## src/rtl/uart_tx_fifo.sv

```systemverilog
// UART 8N1 transmitter fed by a small byte FIFO; bytes leave LSB-first.
// Each bit lasts baud_cnt_i+1 clocks, sampled once per frame at load time.
module uart_tx_fifo #(
    parameter int DEPTH = 4
) (
    input  logic        clk_i,
    input  logic        rst_i,
    input  logic [15:0] baud_cnt_i,
    input  logic        wr_en_i,
    input  logic [7:0]  wr_data_i,
    output logic        full_o,
    output logic        empty_o,
    output logic        overflow_o,
    output logic        tx_o,
    output logic        tx_busy_o,
    output logic        tx_done_o
);
    localparam int AW = (DEPTH > 1) ? $clog2(DEPTH) : 1;
    localparam int CW = AW + 1;

    typedef enum logic {IDLE, SHIFT} state_t;
    state_t state_q, state_d;

    logic [7:0]    mem_q [DEPTH];
    logic [AW-1:0] wr_ptr_q, rd_ptr_q;
    logic [CW-1:0] count_q;
    logic          overflow_q;
    logic          push, pop;
    logic [7:0]    head;

    logic [9:0]    shreg_q;
    logic [15:0]   bit_len_q, baud_ctr_q;
    logic [3:0]    bit_idx_q;
    logic          bit_end, stop_end;

    assign full_o     = (count_q == CW'(DEPTH));
    assign empty_o    = (count_q == '0);
    assign overflow_o = overflow_q;
    assign push       = wr_en_i && !full_o;
    assign head       = mem_q[rd_ptr_q];

    always_ff @(posedge clk_i) begin
        if (push) mem_q[wr_ptr_q] <= wr_data_i;
    end

    // A write into a full FIFO is dropped even if a pop frees a slot this cycle.
    always_ff @(posedge clk_i or posedge rst_i) begin
        if (rst_i) begin
            wr_ptr_q   <= '0;
            rd_ptr_q   <= '0;
            count_q    <= '0;
            overflow_q <= 1'b0;
        end else begin
            overflow_q <= wr_en_i && full_o;
            if (push) wr_ptr_q <= wr_ptr_q + AW'(1);
            if (pop)  rd_ptr_q <= rd_ptr_q + AW'(1);
            count_q <= count_q + CW'(push) - CW'(pop);
        end
    end

    assign bit_end  = (baud_ctr_q == bit_len_q);
    assign stop_end = bit_end && (bit_idx_q == 4'd9);

    always_ff @(posedge clk_i or posedge rst_i) begin
        if (rst_i) state_q <= IDLE;
        else       state_q <= state_d;
    end

    always_comb begin
        state_d = state_q;
        case (state_q)
            IDLE:    if (!empty_o) state_d = SHIFT;
            SHIFT:   if (stop_end && empty_o) state_d = IDLE;
            default: state_d = IDLE;
        endcase
    end

    always_comb begin
        pop       = 1'b0;
        tx_o      = 1'b1;
        tx_busy_o = 1'b0;
        tx_done_o = 1'b0;
        case (state_q)
            IDLE: pop = !empty_o;
            SHIFT: begin
                tx_o      = shreg_q[0];
                tx_busy_o = 1'b1;
                tx_done_o = stop_end;
                pop       = stop_end && !empty_o;
            end
            default: ;
        endcase
    end

    // A pop always starts a fresh frame, including back-to-back reloads.
    always_ff @(posedge clk_i or posedge rst_i) begin
        if (rst_i) begin
            shreg_q    <= '1;
            bit_len_q  <= '0;
            baud_ctr_q <= '0;
            bit_idx_q  <= '0;
        end else if (pop) begin
            shreg_q    <= {1'b1, head, 1'b0};
            bit_len_q  <= baud_cnt_i;
            baud_ctr_q <= '0;
            bit_idx_q  <= '0;
        end else if (state_q == SHIFT) begin
            if (stop_end) begin
                baud_ctr_q <= '0;
            end else if (bit_end) begin
                baud_ctr_q <= '0;
                shreg_q    <= {1'b1, shreg_q[9:1]};
                bit_idx_q  <= bit_idx_q + 4'd1;
            end else begin
                baud_ctr_q <= baud_ctr_q + 16'd1;
            end
        end
    end
endmodule

```

## config.mk

```make
export PLATFORM = sky130hd
export DESIGN_NAME = uart_tx_fifo
export DESIGN_NICKNAME = d
export VERILOG_FILES = /design/src/rtl/uart_tx_fifo.sv
export SDC_FILE = /design/constraint.sdc
export NUM_CORES = 1
export LEC_CHECK = 0
export ABC_AREA = 0
export CORE_ASPECT_RATIO = 1.4
export CORE_MARGIN = 5
export CORE_UTILIZATION = 62
export DETAILED_ROUTE_END_ITERATION = 7
export PLACE_DENSITY = 0.95
export SYNTH_ARGS = -nofsm -noshare
export SYNTH_HDL_FRONTEND = slang
export SYNTH_SLANG_ARGS = --single-unit
```

## constraint.sdc

```tcl
create_clock -name clk_i -period 5.2 [get_ports clk_i]
set_input_delay 1.04 -clock clk_i [delete_from_list [all_inputs] [get_ports clk_i]]
set_output_delay 1.04 -clock clk_i [all_outputs]
set_load 0.01 [all_outputs]
```

==> parameters.txt, run 1 <==
Parameter                              Value

Status
  Result of the run ... finished clean

Critical path
  Startpoint class of the critical path ... register
  Required time of the worst setup path ... around 4200 ps
  CP max FO ... 20
  Type of the worst setup path ... register to primary output
  R2R setup slack ... 2490 ps
  Kind of end point of the critical path ... primary output
  Critical Path AT ... 2370 ps

Power and ir drop
  Proportion of total power due to net switching ... 28.1%
  P_int ... 1.09 mW
  Power density over the cells ... 342 mW/mm^2
  Switching power of the nets ... 0.426 mW
  Share of power burned in combinational logic ... 15.8%
  Static Leak ... about 1.9 nW
  Total power consumption of the routed design ... approximately 1.5 mW
  Worst VDD drop ... 0.000297 V
  Share of power burned in registers ... 56.9%
  Clock share of power ... a little over a quarter

STA
  Final clock period utilization by the worst path ... between 60% and 70%
  Worst Max-Slew Pin Slew ... 1090 ps
  Highest achievable clock rate ... 293 MHz
  Final worst clock skew ... about 14 ps
  Final-report setup violation count ... 0
  Final hold vios ... 0
  Slew margin rel. ... 27.1%
  RSZ-0062 raised after global routing ... false
  Tmin final ... 3410 ps
  Setup slack after layout ... 1790 ps
  Max-slew violation total from the final report ... 0
  Final worst hold slack ... 487 ps
  Setup TNS after final layout ... 0 ps

Global route
  GRT Residual Overflow ... 0
  Wire length of the first global-routing pass ... 12.1 mm
  Overall global routing resource usage ... 19.0%
  Largest net degree at the start of global routing ... 55
  Initial antenna violation count ... 0
  Number of global-route vias before repair ... between 2000 and 3000

Logic synthesis
  Cell taking the most area after synthesis ... sky130_fd_sc_hd__dfrtp_1
  Dominant cells by area after synthesis ... sky130_fd_sc_hd__dfrtp_1, sky130_fd_sc_hd__edfxtp_1, sky130_fd_sc_hd__dfstp_2
  Sequential-to-total area share from yosys stat ... 59.6%
  Post-synth design cell area ... 0.00390 sq mm
  Prevailing post-synth register cell ... sky130_fd_sc_hd__dfrtp_1
  Gate count of the mapped netlist ... 294
  Distinct cell type count of the synthesized netlist ... 49
  Number of nets produced by synthesis ... 330
  Number of synthesized register bits ... 86
  Share of flip-flops with an asynchronous set or reset after synthesis ... 62.8%
  Total number of yosys warnings ... 0
  Number of synthesized flops with an enable pin ... 32
  Portion of synthesized cell area occupied by the leading cell type ... 28.9%
  Mean instance size in the synthesized netlist ... ~13 sq um

Floorplanning
  Number of top-level pins ... 33
  # rows ... 34
  Die extent in x ... 77.0 um
  Initial standard-cell utilization of the core ... between 60% and 70%
  Overall die height ... 104 um
  Core Region ... slightly above 0.006 sq mm
  Die Outline Area ... 0.00799 sq mm

Drt
  Post-detailed-routing wire length ... between 7 and 8 mm
  Mean routed wirelength per cell ... 17.8 um
  Number of design-rule violations left by the first detailed-router iteration ... 159
  DRC Markers ... 0
  Post-route ant nets ... 0
  Router iterations before antenna repair ... 4
  Detailed-route vias per instance ... 5.87
  Via count of the routed design ... 2376

Clock tree
  Clock latency reported for the late side of the worst-skew pair ... 350 ps
  Total number of clock tree sinks ... 86
  Setup Fix Bufs, Post-CTS ... 0
  Post-CTS clock slew at the launch and capture registers of the worst setup and hold paths ... 80 ps
  Clock buffer count from CTS ... 9
  H-tree Lvls ... 3
  CTS Buffer Depth ... 2
  Hold-fix buffers, CTS ... 0
  Buffer type at the clock tree root ... sky130_fd_sc_hd__clkbuf_8
  Post-CTS resize count ... 0
  Clock tree from TritonCTS ... done

Min path
  Worst min-delay path category ... register to register

Placed design
  Port bufs ... 32
  Post-Place Cell Area ... 0.00426 sq mm
  HPWL reported at the end of detailed placement ... 5.12 mm
  Post-placement cell count ... 389
  Minimum setup slack after placement ... between 2000 and 2500 ps
  Weighted congestion reported at the end of routability-driven placement ... 0.803

Final layout
  Antenna diode instance count ... 0
  Core occupancy in the finished layout ... 71.9%
  Most common cell after layout, fill and taps aside ... sky130_fd_sc_hd__dfrtp_1
  Number of standard cells in the layout, taps in and fillers out ... 405
  FILL cells ... 406
  Final-stage net count ... approximately 360
  Layout Area Growth over Synthesis ... 13.9%
  Final standard cell area without fillers ... ~0.0044 sq mm
  Most frequent cells in the layout ... sky130_fd_sc_hd__dfrtp_1, sky130_fd_sc_hd__clkdlybuf4s50_1, sky130_fd_sc_hd__edfxtp_1
  Fraction of layout cells with a size suffix above 1 ... 17.1%

Run
  Number of max-capacitance violations reported ... 0
## Yosys cell counts (2+ instances only)
cell type,number
sky130_fd_sc_hd__nand2b_1,3
sky130_fd_sc_hd__mux2_2,17
sky130_fd_sc_hd__buf_4,2
sky130_fd_sc_hd__a21oi_1,2
sky130_fd_sc_hd__nand3_1,10
sky130_fd_sc_hd__buf_6,2
sky130_fd_sc_hd__dfrtp_1,45
sky130_fd_sc_hd__inv_1,27
sky130_fd_sc_hd__a21o_1,2
sky130_fd_sc_hd__mux4_2,8
sky130_fd_sc_hd__dfstp_2,9
sky130_fd_sc_hd__edfxtp_1,32
sky130_fd_sc_hd__ha_1,8
sky130_fd_sc_hd__clkbuf_1,6
sky130_fd_sc_hd__nor4_1,4
sky130_fd_sc_hd__a222oi_1,7
sky130_fd_sc_hd__nand2_1,13
sky130_fd_sc_hd__a22o_1,2
sky130_fd_sc_hd__xnor2_1,12
sky130_fd_sc_hd__o21ai_0,7
sky130_fd_sc_hd__nor2_1,16
sky130_fd_sc_hd__and3_1,8
sky130_fd_sc_hd__and4_1,2
sky130_fd_sc_hd__xor2_1,22
sky130_fd_sc_hd__nor3_1,4
## final timing paths
path | start | cells past startpoint | end
setup / recovery | baud_ctr_q[7]$_DFFE_PP0P_ | 6 | tx_done_o
hold / removal | shreg_q[8]$_DFFE_PP1P_ | 2 | shreg_q[7]$_DFFE_PP1P_
setup reg to reg | baud_ctr_q[7]$_DFFE_PP0P_ | 7 | bit_len_q[7]$_DFFE_PP0P_
hold reg to reg | shreg_q[8]$_DFFE_PP1P_ | 2 | shreg_q[7]$_DFFE_PP1P_
max in group asynchronous | rst_i | 2 | wr_ptr_q[1]$_DFFE_PP0P_
min in group asynchronous | rst_i | 2 | baud_ctr_q[14]$_DFFE_PP0P_
## layer usage
metal  vias to the layer above  GRT usage [%]  share of wire, %
met1                      1200           21.2                38
met4                         0           8.48               2.6
li1                       1116              -                 -
met2                        48           34.1                56
met5                         -              0                 0
met3                        12           3.91               3.6
## final cells by class
cell class / instances / area, sq um / share of cell area [%]
flip-flops and latches: 86 / 2320 / 52.4
multi-input cells: 170 / 1410 / 31.9
repair buffers: 34 / 335 / 7.56
clock buffers: 9 / 124 / 2.79
inverters: 27 / 101 / 2.28
well taps: 72 / 90.1 / 2.03
clock inverters: 7 / 50.0 / 1.13
## state kept, by name, indices dropped and copies added, names as in the netlist
name / cells
mem_q: 32
baud_ctr_q: 16
bit_len_q: 16
shreg_q: 9
bit_idx_q: 4
count_q: 3
rd_ptr_q: 2
wr_ptr_q: 2
overflow_o: 1
state_q: 1
## worst max-delay path, cell delays in order (launching register included)
cell and delay, ps:
sky130_fd_sc_hd__dfrtp_1 430, sky130_fd_sc_hd__xor2_1 180, sky130_fd_sc_hd__nor4_1 310, sky130_fd_sc_hd__nand4_1 140
sky130_fd_sc_hd__buf_4 230, sky130_fd_sc_hd__nor3_1 180, sky130_fd_sc_hd__clkdlybuf4s50_1 560
## kinds of logic after synthesis
kind of cell	count (synthesis)	share of synthesized area (%)
AO/OA/AOI/OAI	30	6.00
XOR/XNOR	34	7.64
adder cells (fa/ha/maj)	9	3.08
buffers and inverters	38	4.27
flip-flops	86	59.6
multiplexers	26	9.79
AND/OR/NAND/NOR	71	9.60
## power by group through the flow
| stage | clock network (mW) | logic, mW | registers [mW] |
|---|---|---|---|
| final | 0.415 | 0.239 | 0.862 |
| after detailed placement | 0 | 0.243 | 0.876 |
| after global placement | 0 | 0.226 | 0.868 |
| after global routing | 0.449 | 0.267 | 0.873 |
| after floorplan | 0 | 0.163 | 0.859 |
| after CTS | 0.420 | 0.245 | 0.862 |
Note: power is estimated with default switching activity, not from simulation.
==> inputs of run 2 (changes only) <==
Settings changed: CORE_UTILIZATION 62 to 52, PLACE_DENSITY 0.95 to 0.86.
Clock period 5.2 ns to 2.8 ns, I/O delays scaled along.
==> run 2 against run 1 <==
Against the previous run: utilization shrank 9.0 points; critical path depth is the same; sequential share of layout area shrank 1.9 points; combinational power grew 100%; setup slack lost 1700 ps; first-iteration DRC count shrank 30%; clock-buffer cell count is the same; sequential power grew 83%; largest cell class unchanged; largest power group unchanged.
==> parameters.txt, run 2 (synthesis gave the netlist of run 1 again) <==
Parameter                              Value

Global route
  Met2 demand-to-capacity share in global routing ... 29.0%
  Met1 usage ... 18.3%
  Met3 routing resource usage after global routing ... 4.04%
  Wire length of the first global-routing pass ... 12.0 mm
  Overall global routing resource usage ... 16.2%
  Layer with the highest usage ... met2
  Number of global-route vias before repair ... 2546
  Initial antenna violation count ... 0
  GRT Residual Overflow ... 0
  Largest net degree at the start of global routing ... 55

Final layout
  Layout Area Growth over Synthesis ... 18.1%
  Largest register by flop count ... mem_q
  FILL cells ... 595
  Largest registers ... mem_q: 32 flops, baud_ctr_q: 16 flops, bit_len_q: 16 flops
  Most frequent cells in the layout ... sky130_fd_sc_hd__dfrtp_1, sky130_fd_sc_hd__edfxtp_1, sky130_fd_sc_hd__clkdlybuf4s50_1
  Fraction of layout cells with a size suffix above 1 ... 20.4%
  Antenna diode instance count ... 0
  Final-stage net count ... 374
  Most common cell after layout, fill and taps aside ... sky130_fd_sc_hd__dfrtp_1
  Number of flip-flops in the largest register ... 32

Clock tree
  Buffer type at the clock tree root ... sky130_fd_sc_hd__clkbuf_8
  Total number of clock tree sinks ... 86
  Clock tree from TritonCTS ... done
  H-tree Lvls ... 3
  Clock latency reported for the late side of the worst-skew pair ... 360 ps
  Clock buffer count from CTS ... 9
  Hold-fix buffers, CTS ... 0
  Post-CTS clock slew at the launch and capture registers of the worst setup and hold paths ... 90 ps
  CTS Buffer Depth ... 2

Critical path
  Kind of end point of the critical path ... primary output
  Critical Path AT ... 2110 ps
  R2R setup slack ... around 130 ps
  Startpoint class of the critical path ... register
  Cell at the slowest stage of the critical path ... sky130_fd_sc_hd__dfrtp_1
  Family with the most delay on the worst path ... simple AND/OR/NAND/NOR gates
  R2r endpoint ... count_q[2]$_DFF_PP0_
  Type of the worst setup path ... register to primary output
  CP max FO ... 3
  Worst stage delay on the critical path ... 430 ps
  Required time of the worst setup path ... 2240 ps
  Cells along the critical path ... xor2_1 > nor4_2 > nand4_1 > buf_4 > nor3_2 > dlygate4sd2_1
  Buffers and inverters on the worst path ... 2
  Worst reg2reg path startpoint ... baud_ctr_q[11]$_DFFE_PP0P_
  Number of cells traversed by the worst register-to-register path ... 10

STA
  Worst Max-Slew Pin Slew ... 607 ps
  Tmin final ... roughly 2700 ps
  Final hold vios ... 0
  Final worst hold slack ... ~490 ps
  Final clock period utilization by the worst path ... 95.5%
  Final-report setup violation count ... 0
  Setup TNS after final layout ... 0 ps
  Final worst clock skew ... 8.24 ps
  Max-slew violation total from the final report ... 0
  Slew margin rel. ... 59.5%
  RSZ-0062 raised after global routing ... false
  Highest achievable clock rate ... between 300 and 400 MHz

Drt
  Via count of the routed design ... 2412
  Post-route ant nets ... 0
  Post-detailed-routing wire length ... 7.05 mm
  Number of design-rule violations left by the first detailed-router iteration ... 111
  Router iterations before antenna repair ... 4
  Detailed-route vias per instance ... 5.48
  DRC Markers ... 0
  Mean routed wirelength per cell ... 16.0 um

Run
  Number of max-capacitance violations reported ... 0

Floorplanning
  Overall die height ... about 110 um
  Number of top-level pins ... 33
  Initial standard-cell utilization of the core ... 53.3%
  Die extent in x ... 83.2 um
  # rows ... 37
  Core Region ... around 0.0073 sq mm
  Die Outline Area ... 0.00935 sq mm

Placed design
  HPWL reported at the end of detailed placement ... 5.10 mm
  Port bufs ... 32
  Weighted congestion reported at the end of routability-driven placement ... approximately 0.9

Min path
  Startpoint of the worst hold path ... shreg_q[8]$_DFFE_PP1P_
  Worst hold path cell count ... 2
  Worst min-delay path category ... register to register
  Endpoint of the worst hold-timing path ... shreg_q[7]$_DFFE_PP1P_

Power and ir drop
  Power density over the cells ... 634 mW/mm^2
  Worst VDD drop ... about 0.00055 V
  Static Leak ... 1.93 nW

Status
  Result of the run ... finished clean
run 2: worst reg2reg max path, cell delays in order, from the launching register on:
cell                        delay, ps
sky130_fd_sc_hd__dfrtp_1          430
sky130_fd_sc_hd__xor2_1           170
sky130_fd_sc_hd__nor4_2           360
sky130_fd_sc_hd__nand4_1          190
sky130_fd_sc_hd__buf_4            180
sky130_fd_sc_hd__a2bb2oi_1        180
sky130_fd_sc_hd__xnor2_1          160
sky130_fd_sc_hd__ha_1             210
sky130_fd_sc_hd__fa_1             390
sky130_fd_sc_hd__xnor2_1          200
sky130_fd_sc_hd__xnor2_1          140
run 2: worst max-delay path by stage:
stage          slack, ps                   end                  startpoint  cells past startpoint
3_5_place_dp         160             tx_done_o   baud_ctr_q[9]$_DFFE_PP0P_                      5
4_1_cts               80  count_q[2]$_DFF_PP0_  baud_ctr_q[11]$_DFFE_PP0P_                     10
2_1_floorplan        400  count_q[2]$_DFF_PP0_   baud_ctr_q[5]$_DFFE_PP0P_                      9
3_3_place_gp         170             tx_done_o   baud_ctr_q[9]$_DFFE_PP0P_                      5
5_1_grt               10  count_q[2]$_DFF_PP0_  baud_ctr_q[11]$_DFFE_PP0P_                     10
6_report             130             tx_done_o  baud_ctr_q[11]$_DFFE_PP0P_                      6
run 2: routing by layer:
layer,part of all wire [%],routed length [um],up-vias
li1,-,-,1140
met1,40,2810,1207
met2,55,3860,54
met3,3.9,272,11
met5,0,0,-
met4,1.6,110,0
run 2: report_power, final:
| part | switching, mW | internal, mW | total, mW | leakage (nW) |
|---|---|---|---|---|
| sequential | 0.0932 | 1.49 | 1.58 | 0.949 |
| clock | 0.495 | 0.351 | 0.847 | 0.101 |
| combinational | 0.252 | 0.236 | 0.488 | 0.881 |
| total | 0.841 | 2.08 | 2.92 | 1.93 |
run 2: area by class of cell:
type	instances	area (sq um)	share of cell area (%)
multi-input combinational	170	1430	31.0
clock inverter	7	73.8	1.60
inverter	27	101	2.20
sequential	86	2320	50.5
tap	97	121	2.64
timing repair buffer	44	434	9.43
clock buffer	9	124	2.69
run 2: timing repair:
action | 4_1_cts | 5_1_grt
buffers inserted | 1 | 1
pin swaps | 2 | 1
endpoints found under the hold margin | 0 | 0
endpoints found under the setup margin | 1 | 1
resized for setup | 3 | 0
run 2: metrics by stage:
| step | area (sq um) | total power, mW | util [%] | instances | setup WS (ps) |
|---|---|---|---|---|---|
| 3_3_place_gp | 4380 | 2.06 | 59.9 | 422 | 174 |
| 3_5_place_dp | 4380 | 2.10 | 59.9 | 422 | 157 |
| 4_1_cts | 4600 | 2.95 | 62.8 | 439 | 83.0 |
| 6_report | 4600 | 2.92 | 62.9 | 440 | 125 |
| 2_1_floorplan | 3900 | 1.90 | - | 294 | 396 |
| 5_1_grt | 4600 | 3.07 | 62.9 | 440 | 10.5 |
